### config.mk
export PLATFORM = sky130hd
export DESIGN_NAME = mem_lsu
export DESIGN_NICKNAME = d
export VERILOG_FILES = /design/src/rtl/mem_lsu.sv
export SDC_FILE = /design/constraint.sdc
export NUM_CORES = 1
export LEC_CHECK = 0
export ABC_AREA = 1
export BUFFER_PORTS_ARGS = -buffer_cell sky130_fd_sc_hd__buf_2
export CAP_MARGIN = 0
export CORE_MARGIN = 5
export CORE_UTILIZATION = 54
export CTS_BUF_LIST = sky130_fd_sc_hd__clkbuf_4
export DETAILED_ROUTE_END_ITERATION = 8
export PLACE_DENSITY = 0.9
export SETUP_SLACK_MARGIN = 0.4
export SLEW_MARGIN = 40
export SYNTH_ARGS = -nofsm -noshare
export SYNTH_HDL_FRONTEND = slang
export SYNTH_SLANG_ARGS = --single-unit
### constraint.sdc
create_clock -name clk -period 3.4 [get_ports clk]
set_input_delay 0.68 -clock clk [delete_from_list [all_inputs] [get_ports clk]]
set_output_delay 0.68 -clock clk [all_outputs]
set_load 0.05 [all_outputs]
### src/rtl/mem_lsu.sv
// rtl/mem_lsu.sv - MEM-stage load/store unit splitting accesses into narrow bus beats
// Optional: define LSU_MISALIGN_SPLIT_EN to accept misaligned accesses as multi-beat transfers.

`ifndef AluOpBus
`define AluOpBus 7:0
`endif
`ifndef ME_NOP_OP
`define ME_NOP_OP 8'b00000000
`endif
`ifndef EX_LB_OP
`define EX_LB_OP  8'b11100000
`endif
`ifndef EX_LH_OP
`define EX_LH_OP  8'b11100001
`endif
`ifndef EX_LW_OP
`define EX_LW_OP  8'b11100011
`endif
`ifndef EX_LBU_OP
`define EX_LBU_OP 8'b11100100
`endif
`ifndef EX_LHU_OP
`define EX_LHU_OP 8'b11100101
`endif
`ifndef EX_SB_OP
`define EX_SB_OP  8'b11101000
`endif
`ifndef EX_SH_OP
`define EX_SH_OP  8'b11101001
`endif
`ifndef EX_SW_OP
`define EX_SW_OP  8'b11101011
`endif
`ifndef NOPRegAddr
`define NOPRegAddr 5'b00000
`endif

module mem_lsu #(
    parameter int BUS_BYTES = 4,
    parameter int ADDR_W    = 32
) (
    input  logic                   clk,
    input  logic                   rst,
    input  logic [`AluOpBus]       aluop_i,
    input  logic [ADDR_W-1:0]      addr_i,
    input  logic [31:0]            wdata_i,
    input  logic [4:0]             wd_i,
    input  logic                   wreg_i,
    input  logic                   hold_i,
    output logic [4:0]             wd_o,
    output logic                   wreg_o,
    output logic [31:0]            wdata_o,
    output logic                   stall_req_o,
    output logic                   misalign_o,
    output logic                   ram_req_o,
    output logic                   ram_we_o,
    output logic [ADDR_W-1:0]      ram_addr_o,
    output logic [8*BUS_BYTES-1:0] ram_wdata_o,
    output logic [BUS_BYTES-1:0]   ram_be_o,
    input  logic [8*BUS_BYTES-1:0] ram_rdata_i,
    input  logic                   ram_done_i
);

    localparam int BW = 8 * BUS_BYTES;

    typedef enum logic [1:0] {S_IDLE, S_ACCESS, S_DONE} state_t;

    state_t r_state;
    state_t w_next;

    function automatic logic [2:0] op_size(input logic [`AluOpBus] op);
        case (op)
            `EX_LB_OP, `EX_LBU_OP, `EX_SB_OP: op_size = 3'd1;
            `EX_LH_OP, `EX_LHU_OP, `EX_SH_OP: op_size = 3'd2;
            `EX_LW_OP, `EX_SW_OP:             op_size = 3'd4;
            default:                          op_size = 3'd0;
        endcase
    endfunction

    function automatic logic is_store(input logic [`AluOpBus] op);
        is_store = (op == `EX_SB_OP) || (op == `EX_SH_OP) || (op == `EX_SW_OP);
    endfunction

    function automatic logic is_signed(input logic [`AluOpBus] op);
        is_signed = (op == `EX_LB_OP) || (op == `EX_LH_OP);
    endfunction

    // Access byte carried by lane l of beat k; out of range means lane unused.
    function automatic int byte_idx(input logic [1:0] k, input logic [1:0] off, input int l);
        byte_idx = int'(k) * BUS_BYTES + l - int'(off);
    endfunction

    function automatic logic [BUS_BYTES-1:0] beat_be(input logic [1:0] off,
                                                     input logic [2:0] size,
                                                     input logic [1:0] k);
        int j;
        beat_be = '0;
        for (int l = 0; l < BUS_BYTES; l++) begin
            j = byte_idx(k, off, l);
            if (j >= 0 && j < int'(size)) beat_be[l] = 1'b1;
        end
    endfunction

    function automatic logic [BW-1:0] beat_wl(input logic [1:0]  off,
                                              input logic [2:0]  size,
                                              input logic [1:0]  k,
                                              input logic [31:0] data);
        int j;
        beat_wl = '0;
        for (int l = 0; l < BUS_BYTES; l++) begin
            j = byte_idx(k, off, l);
            if (j >= 0 && j < int'(size)) beat_wl[8*l +: 8] = data[8*j +: 8];
        end
    endfunction

    logic [2:0]        w_in_size;
    logic              w_in_mem;
    logic              w_in_store;
    logic              w_in_mis;
    logic [1:0]        w_in_off;
    logic [ADDR_W-1:0] w_in_base;
    logic [2:0]        w_in_nb;

    logic [ADDR_W-1:0] r_base;
    logic [1:0]        r_off;
    logic [2:0]        r_size;
    logic [2:0]        r_nb;
    logic [31:0]       r_sdata;
    logic              r_load;
    logic              r_signed;
    logic [1:0]        r_beat;
    logic [31:0]       r_asm;
    logic              r_mis;
    logic              r_req;
    logic              r_we;
    logic [ADDR_W-1:0] r_addr;
    logic [BUS_BYTES-1:0] r_be;
    logic [BW-1:0]     r_wl;

    logic              w_last;
    logic              w_beat_done;
    logic [31:0]       w_asm_nxt;
    logic [31:0]       w_ext;

    assign w_in_size  = op_size(aluop_i);
    assign w_in_mem   = (w_in_size != 3'd0);
    assign w_in_store = is_store(aluop_i);
    assign w_in_off   = addr_i[1:0] & 2'(BUS_BYTES - 1);
    assign w_in_base  = addr_i & ~ADDR_W'(BUS_BYTES - 1);
    assign w_in_nb    = 3'((4'(w_in_off) + 4'(w_in_size) + 4'(BUS_BYTES - 1)) >> $clog2(BUS_BYTES));

`ifdef LSU_MISALIGN_SPLIT_EN
    assign w_in_mis = 1'b0;
`else
    assign w_in_mis = ((w_in_size == 3'd2) && addr_i[0]) ||
                      ((w_in_size == 3'd4) && (addr_i[1:0] != 2'b00));
`endif

    assign w_last      = ({1'b0, r_beat} == (r_nb - 3'd1));
    assign w_beat_done = (r_state == S_ACCESS) && r_req && ram_done_i;

    always_comb begin
        w_asm_nxt = r_asm;
        for (int l = 0; l < BUS_BYTES; l++) begin
            if (byte_idx(r_beat, r_off, l) >= 0 && byte_idx(r_beat, r_off, l) < int'(r_size))
                w_asm_nxt[8*byte_idx(r_beat, r_off, l) +: 8] = ram_rdata_i[8*l +: 8];
        end
    end

    always_comb begin
        case (r_size)
            3'd1:    w_ext = {{24{r_signed & r_asm[7]}}, r_asm[7:0]};
            3'd2:    w_ext = {{16{r_signed & r_asm[15]}}, r_asm[15:0]};
            default: w_ext = r_asm;
        endcase
    end

    always_ff @(posedge clk) begin
        if (rst) r_state <= S_IDLE;
        else     r_state <= w_next;
    end

    always_comb begin
        w_next = r_state;
        case (r_state)
            S_IDLE:   if (w_in_mem) w_next = w_in_mis ? S_DONE : S_ACCESS;
            S_ACCESS: if (w_beat_done && w_last) w_next = S_DONE;
            S_DONE:   if (!hold_i) w_next = S_IDLE;
            default:  w_next = S_IDLE;
        endcase
    end

    // Beat 0 is issued straight from the inputs so the request is up in the first ACCESS cycle.
    always_ff @(posedge clk) begin
        if (rst) begin
            r_base   <= '0;
            r_off    <= '0;
            r_size   <= '0;
            r_nb     <= '0;
            r_sdata  <= '0;
            r_load   <= 1'b0;
            r_signed <= 1'b0;
            r_beat   <= '0;
            r_asm    <= '0;
            r_mis    <= 1'b0;
            r_req    <= 1'b0;
            r_we     <= 1'b0;
            r_addr   <= '0;
            r_be     <= '0;
            r_wl     <= '0;
        end else begin
            case (r_state)
                S_IDLE: begin
                    if (w_in_mem) begin
                        r_base   <= w_in_base;
                        r_off    <= w_in_off;
                        r_size   <= w_in_size;
                        r_nb     <= w_in_nb;
                        r_sdata  <= wdata_i;
                        r_load   <= !w_in_store;
                        r_signed <= is_signed(aluop_i);
                        r_beat   <= 2'd0;
                        r_asm    <= '0;
                        r_mis    <= w_in_mis;
                        r_we     <= w_in_store;
                        if (!w_in_mis) begin
                            r_req  <= 1'b1;
                            r_addr <= w_in_base;
                            r_be   <= beat_be(w_in_off, w_in_size, 2'd0);
                            r_wl   <= w_in_store ? beat_wl(w_in_off, w_in_size, 2'd0, wdata_i) : '0;
                        end
                    end
                end
                S_ACCESS: begin
                    if (r_req) begin
                        if (ram_done_i) begin
                            r_asm <= w_asm_nxt;
                            r_req <= 1'b0;
                            if (!w_last) r_beat <= r_beat + 2'd1;
                        end
                    end else begin
                        r_req  <= 1'b1;
                        r_addr <= r_base + ADDR_W'(int'(r_beat) * BUS_BYTES);
                        r_be   <= beat_be(r_off, r_size, r_beat);
                        r_wl   <= r_we ? beat_wl(r_off, r_size, r_beat, r_sdata) : '0;
                    end
                end
                S_DONE: begin
                    if (!hold_i) r_mis <= 1'b0;
                end
                default: ;
            endcase
        end
    end

    always_comb begin
        stall_req_o = 1'b0;
        misalign_o  = 1'b0;
        wd_o        = wd_i;
        wreg_o      = wreg_i;
        wdata_o     = wdata_i;
        if (rst) begin
            wd_o    = `NOPRegAddr;
            wreg_o  = 1'b0;
            wdata_o = 32'h0;
        end else begin
            case (r_state)
                S_IDLE:   stall_req_o = w_in_mem;
                S_ACCESS: stall_req_o = 1'b1;
                S_DONE: begin
                    misalign_o = r_mis;
                    if (r_mis)       wreg_o  = 1'b0;
                    else if (r_load) wdata_o = w_ext;
                end
                default: ;
            endcase
        end
    end

    assign ram_req_o   = r_req;
    assign ram_we_o    = r_we;
    assign ram_addr_o  = r_addr;
    assign ram_be_o    = r_be;
    assign ram_wdata_o = r_wl;

endmodule
After elaboration in Yosys (flattened, before gate mapping). Cells that the tools add are included. W data, S select, Z words.

Flip-flop bits (word level): 178. Bits of input ports: 114. Output and inout port bits: 110. Logic and storage cells: 200.

Add/subtract/negate cells: 20. Order comparisons: 16. Eq/ne operators: 23. Shift operators: 16. Muxes and demuxes: 74. Bitwise logic cells: 2. Reduce and logical (&&, ||, !) cells: 33.

Operators by type and width (count): $mux W32 (19); $pmux W32 S2 (4); $shift A8 B33 Y32 const A (4); $shiftx A8 B33 Y32 (4); $bwmux W32 (4); $shiftx A32 B6 Y8 (4); $neg A9 Y33 (3); $shiftx A32 B9 Y8 (3); $eq A8 B8 Y1 const B (8); $mux W8 (8); $neg A8 Y33 (1); $add A32 B4 Y32 (1); $shiftx A32 B8 Y8 (1); $mux W1 (20); $ge A6 B1 Y1 const B (3); $lt A6 B4 Y1 (3); $sub A5 B2 Y6 (3); $lt A3 B4 Y1 (4); $mux W2 (8); $ne A2 B2 Y1 const B (7); $logic_and A1 B1 Y1 (13); $ge A3 B1 Y1 const B (4); $mux W4 (3); $add A4 B2 Y5 const B (2); 35 further kinds (50).

Longest topological paths before layout. Gate-level depths: netlist (run 1).

Depth in word-level cells: 14. Gate-level depth with buffers: 27. Gate-level depth less buffers: 25.

Worst setup path before layout (run 1). Ideal clock, no wire load.

Path type: input -> register. Start: input port addr_i[0]. End: register r_wl[23], in the netlist ram_wdata_o[23]. Data arrival time: 3.545 ns. Slack: -0.215 ns. Stages: 15. Buffers on the path: 4. Cells stage by stage: clkbuf_1 > inv_2 > clkbuf_1 > ha_1 > clkbuf_1 > inv_1 > clkbuf_1 > ha_1 > a21o_1 > a31oi_1 > ha_1 > nand3_1 > a2111oi_0 > nor2_1 > a21oi_1.

Cells in the longest elaborated chain, start to end: 8.

RTL lines: start, declared (RTL line 45) `input logic [ADDR_W-1:0] addr_i,`; branches (longest 8 deep; another with $sub A2 B2 Y3); end signal, assigned (RTL line 230) `r_wl <= w_in_store ? beat_wl(w_in_off, w_in_size, 2'd0, wdata_i) : '0;`; end signal, assigned (RTL line 245) `r_wl <= r_we ? beat_wl(r_off, r_size, r_beat, r_sdata) : '0;`; end, declared (RTL line 138) `logic [BW-1:0] r_wl;`.

Parallel ways; which one is timed is not known. The select of a mux whose other input is x is not followed. A chain may end at the register's enable or synchronous reset.

Worst setup path after layout (run 1).
Start: register r_size[1]. End: output port wdata_o[28].

Cells in the longest elaborated chain, start to end: 6.

RTL lines: start, declared (RTL line 126) `logic [2:0] r_size;`; start signal, assigned (RTL line 217) `r_size <= w_in_size;`; $eq A3 B2 Y1 / $eq A3 B1 Y1 (equally long branches) (RTL line 171) `case (r_size)`; $pmux W32 S2 * (RTL line 171); $mux W32 * (RTL line 273) `else if (r_load) wdata_o = w_ext;`; $mux W32 * (RTL line 272) `if (r_mis) wreg_o = 1'b0;`; $mux W32 * (RTL line 267) `case (r_state)`; $mux W32 * (RTL line 262) `if (rst) begin`; end, declared (RTL line 52) `output logic [31:0] wdata_o,`.

Mark *: on every way between the ends. The rest lies on a longest branch, timed or not.

==> results.py, run 1 <==
metrics = {
    "worst_setup_path": {
        "cp.depth": 8,
        "critPathRequiredTime_ns": 2.72,
        "critical_path.max_stage_delay_ns": 0.42,
        "arrival_ns": 2.70,
        "worst-path-buf-inv": 3,
        "r2r_cells": 25,
        "path_delay_family": "compound AO/OA/AOI/OAI gates",
        "cpMaxStageDelayCell": "dfxtp_4",
        "start_kind": "flip-flop",
        "crit_chain": "clkinvlp_4, nor3_1, inv_1, nor2_4, a21o_2, o21ai_0, a21oi_2, buf_6",
        "cp_max_fo": 8,
        "critPathKind": "flip-flop to output port",
        "endpoint_kind": "output port",
    },
    "power_and_ir_drop": {
        "switching_share_pct": 41.1,
        "ir_drop_mv": 0.289,
        "clkPwrFrac_pct": 27.4,
        "seqPwrFrac_pct": 43.3,
        "power_uw": 4990,
        "internal_power_uw": 2940,
        "p_leak_uw": 0.00773,
        "p_switching_uw": 2050,
        "pwr-share-comb_pct": 29.4,
        "power.density_mw_per_mm2": 294,
    },
    "yosys": {
        "ys_ff_latch": 176,
        "syn_area_mm2": 0.0133,
        "ys_types": 52,
        "yosys.area.top_type": "dfxtp_1",
        "syn_inst": 2217,
        "synth_top_area_share_pct": 26.5,
        "yosys_warnings": 0,
        "synthTopCellsByArea": "dfxtp_1 26%, nand2_1 15%, o21ai_0 10%, a21oi_1 8.0%, nor2_1 6.6%",
        "ys_seq_area_share_pct": 26.5,
        "syn_area_per_cell_um2": 6.00,
    },
    "clocking": {
        "tritoncts": "built",
        "clkTransAtPathRegs_ns": 0.20,
        "holdBufCountCts": 0,
        "cts_root_buffer": "clkbuf_4",
        "cts_max_level": 4,
        "ctsLongestPathBuffers": 2,
        "numClockSinks": 176,
        "cts-buffers-inserted": 17,
        "insertion_delay_ns": 0.64,
    },
    "timing": {
        "setup_ws_ns": 0.0249,
        "hold_violations": 0,
        "relSlewSlack_pct": 54.0,
        "worst_pin_slew_ns": 0.673,
        "report.final.setup_viol": 0,
        "tns_ns": 0,
        "fin_crit_sh_pct": 99.3,
        "finalMaxSlewViolations": 0,
        "fmax_mhz": 296,
        "rsz0062_at_grt": "yes",
        "hold_ws_ns": 0.282,
        "finClkSkew_ns": 0.0346,
        "layout_min_cycle_time_ns": 3.38,
    },
    "floorplan": {
        "coreArea_mm2": 0.0243,
        "start_util_pct": 54.7,
        "io_pins": 224,
        "die_area_mm2": 0.0279,
        "die_y_um": 167,
        "num_rows": 57,
        "die_w_um": 167,
    },
    "flow_run": {
        "cap_viol_max_count": 0,
    },
    "global_route": {
        "grt_max_degree": 65,
        "grt_pass1_wl_um": 86500,
        "first_global_vias": 15700,
        "antenna_found_initial": 5,
        "grt-ovfl-total": 0,
        "grtUsageTotal_pct": 38.5,
    },
    "layout": {
        "final_nets": 2653,
        "mostFrequentLayoutCell": "nand2_1",
        "layout_common_cells": "520 x nand2_1, 261 x o21ai_0, 219 x nor2_1, 198 x buf_2, 192 x inv_1",
        "fill_cells": 2045,
        "drive_above_1_share_pct": 24.9,
        "area_delta_synth_final_pct": 27.6,
        "final_core_util_pct": 69.8,
    },
    "routing": {
        "num_vias": 17300,
        "drc_errors": 0,
        "drt-total-wl_um": 59200,
        "first_iter_violations": 2315,
        "drtPass1Iterations": 7,
        "ant_nets": 0,
        "wl_per_cell_um": 20.9,
        "via_per_inst": 6.13,
    },
    "place": {
        "hpwlAfterDp_um": 42200,
        "gp_congestion": 1.15,
        "dp_slack_ns": 0.179,
        "io_buffers": 221,
    },
    "hold_path": {
        "holdPathStages": 3,
        "hold_path_class": "input pin to flip-flop",
    },
    "run_status": {
        "status": "finished clean",
    },
}
-- area by class of cell --
| cell class | count | area (um2) | area share, % |
|---|---|---|---|
| antenna | 4 | 10.0 | 0.0590 |
| clock buffer | 17 | 128 | 0.752 |
| clock inverter | 15 | 209 | 1.23 |
| inverter | 225 | 888 | 5.23 |
| multi-input combinational | 1704 | 9390 | 55.3 |
| sequential | 176 | 3540 | 20.9 |
| tap | 324 | 405 | 2.39 |
| timing repair buffer | 358 | 2380 | 14.0 |
| timing repair inverter | 3 | 20.0 | 0.118 |
-- sequential cells by signal (all words and copies together) (netlist names), 3 cells and up --
| name | count |
|---|---|
| r_asm | 32 |
| r_base | 30 |
| r_sdata | 32 |
| r_size | 3 |
| ram_addr_o | 30 |
| ram_be_o | 4 |
| ram_wdata_o | 32 |
-- cell families (layout without fill, tap and decap cells) --
group,count (synthesis),after routing,synth area share (%)
buf+inv,341,618,9.98
compound gates,574,575,23.2
xor+xnor,14,14,0.922
mux,2,2,0.150
fa+ha+maj,54,54,5.19
other cells,1,6,0.0282
simple gates,1055,1057,34.1
flops,176,176,26.5
-- power groups by stage --
stage	combinational (uW)	clock (uW)	sequential, uW
floorplan	698	0	2330
global placement	1240	0	2200
detailed placement	1250	0	2200
CTS	1310	1360	2160
global route	1550	1450	2170
finish	1460	1370	2160
-- metal layers --
| layer | part of all wire, % | track usage [%] | vias up |
|---|---|---|---|
| met4 | 6.7 | 19.6 | 0 |
| met3 | 11 | 6.90 | 307 |
| met5 | 0 | 0 | - |
| li1 | - | - | 7910 |
| met2 | 45 | 63.6 | 1287 |
| met1 | 37 | 48.1 | 7827 |
-- stage by stage --
stage / cells / area [um2]
global route: 2826 / 17000
detailed placement: 2725 / 15200
finish: 2826 / 17000
floorplan: 2218 / 13600
CTS: 2791 / 16100
global placement: 2725 / 15200
-- repair_timing --
| item | 4_1_cts | 5_1_grt |
|---|---|---|
| resized for setup | 102 | 156 |
| buffers inserted | 28 | 30 |
| setup endpoints to repair | 71 | 79 |
| gates cloned | 6 | 1 |
| pin swaps | 34 | 81 |
-- final timing paths --
path,start,endpoint,slack [ns]
min reg2reg,ram_addr_o[27]$_SDFFE_PP0P_,ram_addr_o[27]$_SDFFE_PP0P_,0.48
max reg2reg,r_beat[0]$_SDFFE_PP0P_,r_asm[17]$_SDFFE_PP0P_,0.12
max,r_size[1]$_SDFFE_PP0P_,wdata_o[28],0.02
min,addr_i[9],ram_addr_o[9]$_SDFFE_PP0P_,0.28
-- Yosys cell counts, drive strengths merged --
cell type	instances
nand2	563
o21ai	281
nor2	245
inv	223
a21oi	216
dfxtp	176
nand3	150
clkbuf	89
ha	52
nor3	48
nand4	35
buf	27
o211ai	23
a31oi	12
xor2	11
a211oi	9
a2111oi	7
o22ai	6
or2	6
o2111ai	5
a21o	4
a311oi	4
nor4	4
o21bai	4
xnor2	3
a22oi	2
clkinv	2
fa	2
mux2i	2
a221oi	1
and2	1
and3	1
conb	1
nand3b	1
nor4b	1
-- tightest hold or removal path, delay by kind of cell --
| kind | cells | cell delay, ns |
|---|---|---|
| buffers and inverters | 1 | 0.09 |
| AND/OR/NAND/NOR | 1 | 0.07 |
| AO/OA/AOI/OAI | 1 | 0.06 |
Power figures use the tool's default switching activity.
==> inputs of run 2 (changes only) <==
- ABC_AREA: 1 -> unset
- CORE_UTILIZATION: 54 -> 45
- PLACE_DENSITY: 0.9 -> 0.79
- SKIP_LAST_GASP: unset -> 1
==> results.py, run 2 <==
metrics = {
    "run_status": {
        "status": "finished with violations",
        "violations": "negative setup slack",
    },
    "global_route": {
        "grtUsageTotal_pct": 30.1,
        "antenna_found_initial": 4,
        "grt-ovfl-total": 0,
        "grt_pass1_wl_um": 79400,
        "first_global_vias": 14000,
        "grt_max_degree": 95,
    },
    "worst_setup_path": {
        "endpoint_kind": "flip-flop",
        "cp_max_fo": 5,
        "critical_path.max_stage_delay_ns": 0.54,
        "arrival_ns": 4.20,
        "critPathRequiredTime_ns": 3.95,
        "r2r_slack_ns": -0.25,
        "crit_chain": "clkinvlp_4, buf_6, ha_4, buf_6, nand2b_4, nor2_4, nand4_1, ha_4, or4_4, nor3_4, buf_6, o2111ai_4, a2111oi_4, buf_4, mux2_4, a21oi_2",
        "cpMostUsedCell": "buf_6",
        "worst-path-buf-inv": 5,
        "cpMaxStageDelayCell": "or4_4",
        "critPathKind": "flip-flop to flip-flop",
        "start_kind": "flip-flop",
        "path_delay_family": "simple AND/OR/NAND/NOR gates",
    },
    "power_and_ir_drop": {
        "p_leak_uw": 0.00654,
        "ir_drop_mv": 0.191,
        "power.density_mw_per_mm2": 263,
    },
    "clocking": {
        "holdBufCountCts": 0,
        "cts-buffers-inserted": 17,
        "insertion_delay_ns": 0.63,
        "ctsLongestPathBuffers": 2,
        "tritoncts": "built",
        "numClockSinks": 176,
        "cts_root_buffer": "clkbuf_4",
        "clkTransAtPathRegs_ns": 0.18,
        "cts_max_level": 4,
    },
    "yosys": {
        "synthTopCellsByArea": "dfxtp_1 27%, a21oi_1 8.5%, nand2_1 8.2%, mux4_2 6.5%, ha_1 5.0%",
        "synthArstFlopShare_pct": 0,
        "syn_inst": 1699,
        "syn_area_mm2": 0.0131,
        "synth_edf_count": 0,
        "yosys.area.top_type": "dfxtp_1",
        "syn_area_per_cell_um2": 7.73,
        "yosys_warnings": 0,
        "ys_ff_latch": 176,
        "synth.most_common_cell": "nand2_1",
        "ys_top_cells_by_count": "287 x nand2_1, 224 x a21oi_1, 176 x dfxtp_1, 152 x nor2_1, 100 x clkbuf_1",
        "ys_seq_area_share_pct": 26.8,
        "ys_types": 87,
        "synth_top_area_share_pct": 26.8,
        "synth_ff_type": "dfxtp_1",
    },
    "timing": {
        "setup_ws_ns": -0.250,
        "finClkSkew_ns": 0.0447,
        "layout_min_cycle_time_ns": 3.65,
        "tns_ns": -5.39,
        "fmax_mhz": 274,
        "hold_violations": 0,
        "relSlewSlack_pct": 42.9,
        "finalMaxSlewViolations": 0,
        "rsz0062_at_grt": "yes",
        "report.final.setup_viol": 32,
        "worst_pin_slew_ns": 0.850,
        "fin_crit_sh_pct": 107,
    },
    "routing": {
        "num_vias": 14900,
        "drtPass1Iterations": 6,
        "drt-total-wl_um": 52100,
        "drc_errors": 0,
        "wl_per_cell_um": 21.8,
        "ant_nets": 0,
        "first_iter_violations": 1828,
        "via_per_inst": 6.24,
    },
    "floorplan": {
        "io_pins": 224,
        "die_y_um": 181,
        "start_util_pct": 45.6,
        "num_rows": 62,
        "coreArea_mm2": 0.0288,
        "die_area_mm2": 0.0327,
        "die_w_um": 181,
    },
    "layout": {
        "final_nets": 2159,
        "layout_common_cells": "278 x nand2_1, 206 x a21oi_1, 191 x buf_2, 169 x dfxtp_1, 158 x buf_4",
        "drive_above_1_share_pct": 32.3,
        "area_delta_synth_final_pct": 29.0,
        "mostFrequentLayoutCell": "nand2_1",
        "fin_cells": 2392,
    },
    "flow_run": {
        "cap_viol_max_count": 0,
    },
    "place": {
        "gp_congestion": 0.996,
        "io_buffers": 221,
        "hpwlAfterDp_um": 37600,
        "placed_cells": 2316,
    },
    "hold_path": {
        "hold_path_class": "input pin to flip-flop",
    },
}
run 2: cell types whose count changed in the layout (fill, tap and decap cells not counted), moves of 23 or more:
cell / previous run / this run
mux2i_1: 2 / 36
buf_4: 122 / 158
mux2_2: 0 / 25
inv_1: 192 / 35
a211oi_1: 9 / 43
a21oi_2: 40 / 17
mux4_2: 0 / 38
a21oi_1: 175 / 206
nor2_1: 219 / 144
a211o_1: 0 / 37
nor3_1: 36 / 65
o21ai_0: 261 / 24
nand2_1: 520 / 278
nand3_1: 125 / 31
run 2: logic make-up (layout without fill, tap and decap cells):
logic type      count (synthesis)  after routing  share of synthesized area (%)
buf+inv                       169            472                           5.12
flops                         176            176                           26.8
fa+ha+maj                      54             54                           5.26
other cells                     1              7                         0.0285
mux                           105            105                           11.9
simple gates                  685            685                           24.4
compound gates                474            474                           24.0
xor+xnor                       35             35                           2.50
run 2: final cells by class:
| class | instances | area [um2] |
|---|---|---|
| Clock inverter | 13 | 173 |
| Clock buffer | 18 | 135 |
| Timing Repair Buffer | 400 | 2810 |
| Multi-Input combinational cell | 1355 | 9620 |
| Tap cell | 384 | 480 |
| Fill cell | 2558 | 11800 |
| Inverter | 41 | 170 |
| Antenna cell | 5 | 12.5 |
| Sequential cell | 176 | 3540 |
run 2: power breakdown:
part | total [uW] | internal [uW] | switching [uW] | leakage, uW
Clock | 1370 | 474 | 893 | 0.000164
Combinational | 966 | 355 | 611 | 0.00495
Sequential | 2120 | 2090 | 23.4 | 0.00143
Total | 4450 | 2920 | 1530 | 0.00654
run 2: worst paths after layout:
kind | start | to | depth (start not counted)
max | r_off[1]$_SDFFE_PP0P_ | r_asm[7]$_SDFFE_PP0P_ | 16
min | addr_i[31] | r_base[31]$_SDFFE_PP0P_ | 3
max reg2reg | r_off[1]$_SDFFE_PP0P_ | r_asm[7]$_SDFFE_PP0P_ | 16
min reg2reg | ram_addr_o[25]$_SDFFE_PP0P_ | ram_addr_o[25]$_SDFFE_PP0P_ | 2
run 2: tightest hold or removal path: stages:
cell and delay (ns):
buf_2 0.11, nand2_1 0.05, a21oi_1 0.05
run 2: metrics by stage:
stage	total power [uW]	cell area, um2	utilization (%)	setup slack [ns]	hold slack (ns)
after floorplan	2710	13400	-	-0.525	0.441
after global placement	3010	15600	54.1	-0.274	0.441
after detailed placement	3030	15600	54.1	-0.384	0.445
after CTS	4420	16500	57.4	-0.255	0.262
after global routing	4610	16900	58.8	-0.400	0.241
final	4450	16900	58.9	-0.250	0.294
run 2: metal layers:
layer	global-route usage (%)	share of wire [%]	up-vias	wire length [um]
met4	10.0	3.5	2	1840
met2	48.5	46	864	24000
met5	0	0.033	-	17
li1	-	-	6778	-
met1	40.3	40	7118	20700
met3	6.17	11	164	5590
run 2: timing repair:
action | in CTS | in global routing
cloned | 2 | 3
endpoints found under the setup margin | 68 | 69
gates resized for setup | 116 | 68
pin swaps | 48 | 44
buffers inserted | 22 | 13
